===== src/rtl/iomem_router_pkg.sv =====
// rtl/iomem_router_pkg.sv - shared types and constants for the iomem router
package iomem_router_pkg;

  typedef enum logic [1:0] {
    IDLE,
    ACCESS,
    ERROR,
    RESP
  } state_t;

  localparam int          SLOT_W           = 8;
  localparam logic [7:0]  STATUS_SLOT      = 8'hFF;
  localparam logic [31:0] DEFAULT_ERR_DATA = 32'hDEADBEEF;

endpackage


===== src/rtl/iomem_watchdog.sv =====
// rtl/iomem_watchdog.sv - loadable up-counter with clear, enable and terminal-count flag
module iomem_watchdog
  import iomem_router_pkg::*;
#(
  parameter int TIMEOUT = 255,
  parameter int CNT_W   = 16
) (
  input  logic             clk,
  input  logic             resetn,
  input  logic             clear,
  input  logic             load,
  input  logic [CNT_W-1:0] load_value,
  input  logic             enable,
  output logic             tc
);

  localparam logic [CNT_W-1:0] TC_VALUE = CNT_W'(TIMEOUT - 1);

  logic [CNT_W-1:0] count;

  // Counter: clear has priority over load, load over increment.
  always_ff @(posedge clk) begin
    if (!resetn) begin
      count <= '0;
    end else if (clear) begin
      count <= '0;
    end else if (load) begin
      count <= load_value;
    end else if (enable) begin
      count <= count + CNT_W'(1);
    end
  end

  // Greater-or-equal keeps TIMEOUT = 1 from waiting for a wrap-around.
  assign tc = (count >= TC_VALUE);

endmodule


===== src/rtl/iomem_router.sv =====
// rtl/iomem_router.sv - iomem page decoder/sequencer; optional status slot via IOMEM_ROUTER_ERRSTAT_EN
module iomem_router
  import iomem_router_pkg::*;
#(
  parameter int          NUM_SLAVES = 4,
  parameter logic [7:0]  BASE_PAGE  = 8'h03,
  parameter int          TIMEOUT    = 255,
  parameter logic [31:0] ERR_DATA   = DEFAULT_ERR_DATA
) (
  input  logic                     clk,
  input  logic                     resetn,
  input  logic                     iomem_valid,
  output logic                     iomem_ready,
  input  logic [3:0]               iomem_wstrb,
  input  logic [31:0]              iomem_addr,
  input  logic [31:0]              iomem_wdata,
  output logic [31:0]              iomem_rdata,
  output logic [NUM_SLAVES-1:0]    s_valid,
  input  logic [NUM_SLAVES-1:0]    s_ready,
  output logic [15:0]              s_addr,
  output logic [3:0]               s_wstrb,
  output logic [31:0]              s_wdata,
  input  logic [NUM_SLAVES*32-1:0] s_rdata
);

  state_t              state, next_state;
  logic [SLOT_W-1:0]   slot, sel;
  logic                in_page, mapped, accept;
  logic                go_access, go_resp_ok, go_error;
  logic                sel_ready, wd_tc;
  logic [31:0]         sel_rdata;
  logic [NUM_SLAVES-1:0] onehot;
`ifdef IOMEM_ROUTER_ERRSTAT_EN
  logic                status_hit, timeout_hit;
  logic [15:0]         err_count;
  logic [7:0]          last_err_slot;
  logic                sticky_timeout;
`endif

  assign slot    = iomem_addr[23:16];
  assign in_page = (iomem_addr[31:24] == BASE_PAGE);
  assign mapped  = (int'(slot) < NUM_SLAVES);
  assign accept  = (state == IDLE) && iomem_valid && !iomem_ready && in_page;

  // Decode the one-hot request and pick the selected slot's ready/data.
  always_comb begin
    onehot    = '0;
    sel_rdata = '0;
    sel_ready = 1'b0;
    for (int k = 0; k < NUM_SLAVES; k++) begin
      onehot[k] = (int'(slot) == k);
      if (s_valid[k]) begin
        sel_rdata = s_rdata[32*k +: 32];
        sel_ready = s_ready[k];
      end
    end
  end

  // State register.
  always_ff @(posedge clk) begin
    if (!resetn) state <= IDLE;
    else         state <= next_state;
  end

  // Next-state and transition strobes.
  always_comb begin
    next_state = state;
    go_access  = 1'b0;
    go_resp_ok = 1'b0;
    go_error   = 1'b0;
`ifdef IOMEM_ROUTER_ERRSTAT_EN
    status_hit  = 1'b0;
    timeout_hit = 1'b0;
`endif
    case (state)
      IDLE: begin
        if (accept) begin
`ifdef IOMEM_ROUTER_ERRSTAT_EN
          if (slot == STATUS_SLOT) begin
            next_state = RESP;
            status_hit = 1'b1;
          end else if (mapped) begin
            next_state = ACCESS;
            go_access  = 1'b1;
          end else begin
            next_state = ERROR;
            go_error   = 1'b1;
          end
`else
          if (mapped) begin
            next_state = ACCESS;
            go_access  = 1'b1;
          end else begin
            next_state = ERROR;
            go_error   = 1'b1;
          end
`endif
        end
      end
      ACCESS: begin
        if (sel_ready) begin
          next_state = RESP;
          go_resp_ok = 1'b1;
        end else if (wd_tc) begin
          next_state = ERROR;
          go_error   = 1'b1;
`ifdef IOMEM_ROUTER_ERRSTAT_EN
          timeout_hit = 1'b1;
`endif
        end
      end
      ERROR:   next_state = RESP;
      RESP:    next_state = IDLE;
      default: next_state = IDLE;
    endcase
  end

  // The accept cycle counts as the first waited cycle, so the counter is
  // loaded with 1 rather than cleared when the access starts.
  iomem_watchdog #(
    .TIMEOUT (TIMEOUT),
    .CNT_W   (16)
  ) u_watchdog (
    .clk        (clk),
    .resetn     (resetn),
    .clear      ((state != ACCESS) && !go_access),
    .load       (go_access),
    .load_value (16'd1),
    .enable     (state == ACCESS),
    .tc         (wd_tc)
  );

  // Slot-side request registers and CPU-side response registers.
  always_ff @(posedge clk) begin
    if (!resetn) begin
      iomem_ready <= 1'b0;
      iomem_rdata <= '0;
      s_valid     <= '0;
      s_addr      <= '0;
      s_wstrb     <= '0;
      s_wdata     <= '0;
      sel         <= '0;
    end else begin
      iomem_ready <= (state == RESP);
      if (accept) begin
        s_addr  <= iomem_addr[15:0];
        s_wstrb <= iomem_wstrb;
        s_wdata <= iomem_wdata;
        sel     <= slot;
      end
      if (go_access) s_valid <= onehot;
      else if (go_resp_ok || go_error) s_valid <= '0;
      if (go_resp_ok) iomem_rdata <= sel_rdata;
      else if (state == ERROR) iomem_rdata <= ERR_DATA;
`ifdef IOMEM_ROUTER_ERRSTAT_EN
      else if (status_hit)
        iomem_rdata <= (iomem_wstrb == 4'b0) ?
                       {err_count, last_err_slot, 7'b0, sticky_timeout} : 32'h0;
`endif
    end
  end

`ifdef IOMEM_ROUTER_ERRSTAT_EN
  // Error statistics: any write to the status slot clears everything.
  always_ff @(posedge clk) begin
    if (!resetn) begin
      err_count      <= '0;
      last_err_slot  <= '0;
      sticky_timeout <= 1'b0;
    end else if (status_hit && (iomem_wstrb != 4'b0)) begin
      err_count      <= '0;
      last_err_slot  <= '0;
      sticky_timeout <= 1'b0;
    end else if (go_error) begin
      if (err_count != 16'hFFFF) err_count <= err_count + 16'd1;
      last_err_slot <= timeout_hit ? sel : slot;
      if (timeout_hit) sticky_timeout <= 1'b1;
    end
  end
`endif

endmodule


===== config.mk =====
export PLATFORM = sky130hd
export DESIGN_NAME = iomem_router
export DESIGN_NICKNAME = d
export VERILOG_FILES = /design/src/rtl/iomem_router_pkg.sv /design/src/rtl/iomem_watchdog.sv /design/src/rtl/iomem_router.sv
export SDC_FILE = /design/constraint.sdc
export NUM_CORES = 1
export LEC_CHECK = 0
export ABC_AREA = 1
export BUFFER_PORTS_ARGS = -buffer_cell sky130_fd_sc_hd__buf_2
export CAP_MARGIN = 15
export CORE_AREA = 2 2 112 114
export DETAILED_ROUTE_END_ITERATION = 8
export DIE_AREA = 0 0 114 116
export HOLD_SLACK_MARGIN = 0.08
export PLACE_DENSITY = 0.8
export SYNTH_ARGS = -nofsm -noshare
export SYNTH_HDL_FRONTEND = slang
export SYNTH_SLANG_ARGS = --single-unit

===== constraint.sdc =====
create_clock -name clk -period 5.55 [get_ports clk]
set_clock_uncertainty 0.2 [all_clocks]
set_input_delay 0.555 -clock clk [delete_from_list [all_inputs] [get_ports clk]]
set_output_delay 0.555 -clock clk [all_outputs]
set_load 0.02 [all_outputs]

; Yosys cells after proc, flatten, opt, wreduce, memory -nomap -nowiden
; Index checks and enable logic that the tools add are counted.
; Widths: inputs -> output; s select.
[word_totals]
register_bits = 107
memories = 0
romBits = 0
mem_bits_rw = 0
input_bits = 203
output_inout_bits = 89
word_cells = 67
latch_bits = 0
[op_classes]
n_eq_ne = 10
div_mod_pow = 0
mux = 29
n_mul = 0
bitwise = 1
addsub = 1
n_lt_le_gt_ge = 2
n_shift = 0
n_reduce_logical = 15
[ops]
columns = operator, n
row1 = $mux 32, 6
row2 = $add 16x1->16 const B, 1
row3 = $eq 8x2->1 const B, 2
row4 = $eq 8x3->1 const B, 2
row5 = $ge 16x8->1 const B, 1
row6 = $mux 1, 15
row7 = $logic_not 8->1, 1
row8 = $lt 8x3->1 const B, 1
row9 = $mux 2, 4
row10 = $mux 4, 2
row11 = $pmux 2 s4, 1
row12 = $reduce_bool 2->1, 3
row13 = $eq 2x2->1 const B, 2
row14 = $logic_and 1x1->1, 4
row15 = $ne 3x3->1 const B, 1
row16 = $reduce_or 3->1, 1
row17 = $eq 2x1->1 const B, 1
row18 = $logic_not 1->1, 2
row19 = $logic_not 2->1, 1
row20 = $ne 2x1->1 const B, 1
row21 = $ne 2x2->1 const B, 1
row22 = $pmux 1 s2, 1
row23 = $reduce_and 2->1, 1
row24 = $reduce_or 2->1, 1
row25 = 2 further kinds, 2

; Longest topological paths before layout
[depth]
word_depth = 9
depth_mapped = 13
ltp_nobuf = 12

; Hierarchy
; A second synthesis with hierarchy kept.
[hier_totals]
cells_unflattened = 874
hier_area_um2 = 5960.7
[modules_own_cells]
columns = mod, seq_area_each_um2, cells_each, area_each_um2, instances
row1 = iomem_router, 1821.7, 711, 4895.9, 1
row2 = iomem_watchdog, 320.3, 163, 1064.8, 1

; Worst setup path after synthesis
; No wires, ideal clock.
[synth_timing]
kind = input-to-reg
start = input port iomem_addr[28]
end = register s_addr[11]
required_ns = 5.222
path_buffers = 2
setup_time_ns = 0.128
path_stages = 6
arrival_time_ns = 1.503
path_slack_ns = 3.719
cell_sequence = nor3_1 -> nand3_1 -> buf_2 -> clkbuf_1 -> o21ai_0 -> a21oi_1
[synth_between]
elab_chain_len = 2
[synth_lines]
columns = element, line
row1 = from (decl), iomem_router.sv:15  ; input logic [31:0] iomem_addr,
row2 = $eq 8x2->1, iomem_router.sv:41  ; assign in_page = (iomem_addr[31:24] == BASE_PAGE);
row3 = $logic_and 1x1->1, iomem_router.sv:43  ; assign accept = (state == IDLE) && iomem_valid && !iomem_ready && in_page;
row4 = to (signal assigned), iomem_router.sv:146  ; s_addr <= iomem_addr[15:0];
row5 = to (decl), iomem_router.sv:20  ; output logic [15:0] s_addr,
; No other way between the ends.
; A chain may end at the register's enable or synchronous reset.

; Final worst setup path
[layout_timing]
start = register state[0]
end = register state[1]
[layout_between]
elab_chain_len = 6
word_cells_on_any_way = 11
cone_classes = eq/ne: 5 / mux: 1 / reduce/logical: 5
[layout_lines]
columns = element, line
row1 = from (decl), iomem_router.sv:26  ; state_t state, next_state;
row2 = from (signal assigned), iomem_router.sv:62  ; else state <= next_state;
row3 = $logic_not 2->1, "iomem_router.sv:43, iomem_router.sv:75"
row4 = $logic_and 1x1->1 (3 in a row), iomem_router.sv:43
row5 = $ne 2x2->1 (no line), --
row6 = $reduce_and 2->1 (no line), --
; Several ways; a longest one is shown, not always the timed one.

==> metrics.yaml <==
clk_pin_slew_ns: 0.07
tightest_slew_ns: 1.14
ys_seq_area_share_pct: 39.5
synth_edf_count: 0
fin_tns_setup_ns: 0
rsz0062_at_grt: "false"
final_cells: 1199
synth_nets: 1001
worst-path-stages: 10
crit_type: "flip-flop to flip-flop"
row_count: 40
cts_buffer_depth: 2
syn_area_um2: 5430
grt_usage_pct: 24.2
fp.dieH_um: 116
max_stage_delay_ns: 0.79
vias_per_cell: 5.01
finalHoldViolCount: 0
path_delay_family: "simple AND/OR/NAND/NOR gates"
worstSetupEndpointType: "flip-flop"
antenna_found_initial: 3
synthFlopType: "dfxtp_1"
grt_pass1_vias: 5411
crit_path_cell_trace: "inv_1, ha_1, nand2_1, nor3_1, nand3_4, nand2_1, nand2_1, nand2_1, nand2_1, nor2_1"
peakVddDrop_uv: 133
drive_gt1_share_pct: 32.2
routedWlPerCell_um: 13.7
r2r_cells: 10
dr_total_vias: 6008
gp_congestion: 0.876
synth.avg_cell_area_um2: 6.86
clk_latency_ns: 0.34
numCtsBuffers: 9
grt_pass1_wl_um: 25600
start_util_pct: 45.6
cts_resized: 0
maxSlewViolCount: 0
fillCellCount: 1139
clockRootBuffer: "clkbuf_16"
drtIter0Drc: 325
dp_hpwl_um: 12300
grt-ovfl-total: 0
port_buffers: 291
cp_num_buf_inv: 1
status: "completed"
cp-start-kind: "flip-flop"
totalWireLength_um: 16400
dieWidth_um: 114
coreArea_um2: 11900
synth_cells: 791
fin_nets: 1254
hold-path-cell-count: 2
die_area_um2: 13200
fin_crit_ns: 2.78
finalSetupViolations: 0
synth.distinct_cells: 37
slowest_stage: "nand3_4"
grt_max_degree: 112
drt-pass1-iter-count: 5
async_reset_ff_share_pct: 0
critPathMostFrequentCell: "nand2_1"
relSlewSlack_pct: 23.7
hold_class: "flip-flop to flip-flop"
ys_warn_count: 0
area_growth_syn_to_layout_pct: 31.4
cp_max_fo: 111
ioPinCount: 292
p_leak_nw: 3.38
htree_num_levels: 3
min_period_over_period_pct: 50.1
worstPathRequired_ns: 5.63
fmax_mhz: 359
worst_ep_arrival_time_ns: 2.86
hold_buffers: 0
ys_ff_latch: 107
post-place-cells: 1180
clock-sinks: 107
drc: 0
power_density_nw_per_um2: 268
ant_nets: 0
cap_violations: 0
post-cts-setup-buffer-count: 0
cts_tree: "done"
[cells by family after synthesis]
| family | after synthesis | synth area share [%] |
|---|---|---|
| adder cells (fa/ha/maj) | 7 | 1.61 |
| XOR/XNOR | 5 | 0.807 |
| flip-flops | 107 | 39.5 |
| AO/OA/AOI/OAI | 226 | 23.3 |
| AND/OR/NAND/NOR | 312 | 24.0 |
| buffers and inverters | 134 | 10.9 |
[area by class of cell]
class	instances	area, µm²	share of cell area (%)
timing repair buffer	295	1490	20.8
sequential	107	2140	30.1
clock inverter	6	50.0	0.702
clock buffer	10	239	3.35
multi-input combinational	550	2710	38.0
antenna	3	7.51	0.105
inverter	81	314	4.40
tap	147	184	2.58
[cell usage in the layout, fill, tap and decap left out, types with 4 or more instances in the layout]
master     count
a21oi_1      110
nand2_1      168
clkbuf_16      9
nor2_1        76
o211ai_1      24
nand3_1       16
nor2_2         4
nor3_1        29
o21ai_1       11
buf_2        291
nand4_1        5
inv_1         77
dfxtp_1      106
o21ai_0       69
ha_1           7
o211ai_2       8
buf_4          4
[worst register-to-register path, stage by stage, from the launching register on]
cell and delay (ns):
dfxtp_1 0.33, inv_1 0.12, ha_1 0.23, nand2_1 0.07
nor3_1 0.28, nand3_4 0.79, nand2_1 0.35, nand2_1 0.13
nand2_1 0.08, nand2_1 0.05, nor2_1 0.09
[per-stage QoR]
step	total power [mW]	utilization (%)	hold slack [ns]	setup WS, ns	area [µm²]
final	1.91	59.9	0.243	2.77	7130
after global routing	2.01	59.9	0.260	2.41	7130
after CTS	1.93	59.8	0.245	2.78	7120
after detailed placement	1.31	57.4	0.233	2.67	6830
after global placement	1.31	57.4	0.230	2.74	6830
after floorplan	1.14	-	0.259	3.72	5430
[metal layers]
metal	GRT usage [%]	routed length, µm	part of all wire, %	up-vias
met5	0	0	0	-
met4	8.70	335	2.0	0
met3	5.65	1270	7.7	24
met2	42.2	8020	49	247
met1	29.3	6790	41	2636
li1	-	-	-	3101
[final timing paths]
check / start / slack, ns / end
worst min register to register: s_wdata[9] / 0.24 / s_wdata[9]
worst max-delay path: state[0] / 2.77 / state[1]
worst min-delay path: s_wdata[9] / 0.24 / s_wdata[9]
worst max register to register: state[0] / 2.77 / state[1]
[synthesized netlist by cell type (all sizes together), types with 3 or more instances]
cell      n  area [µm²]
nand2   172         661
a21oi   112         568
dfxtp   107        2140
nor2     81         322
inv      80         310
o21ai    80         400
clkbuf   33         124
o211ai   32         280
nor3     30         155
buf      20         154
nand3    17        85.1
ha        7        87.6
nand4     5        31.3
xor2      3        26.3
[state kept, by name, summed over array words and instances, names as in the netlist]
name              cells
u_watchdog.count     16
s_addr               16
s_valid               4
s_wstrb               4
state                 2
iomem_ready           1
iomem_rdata          32
s_wdata              32
[power breakdown]
part           leakage (nW)  switching (mW)  internal, mW
sequential            0.867          0.0326         0.830
clock                 0.141           0.295         0.322
combinational          2.38           0.258         0.176
total                  3.38           0.586          1.33
Power figures use the tool's default switching activity.
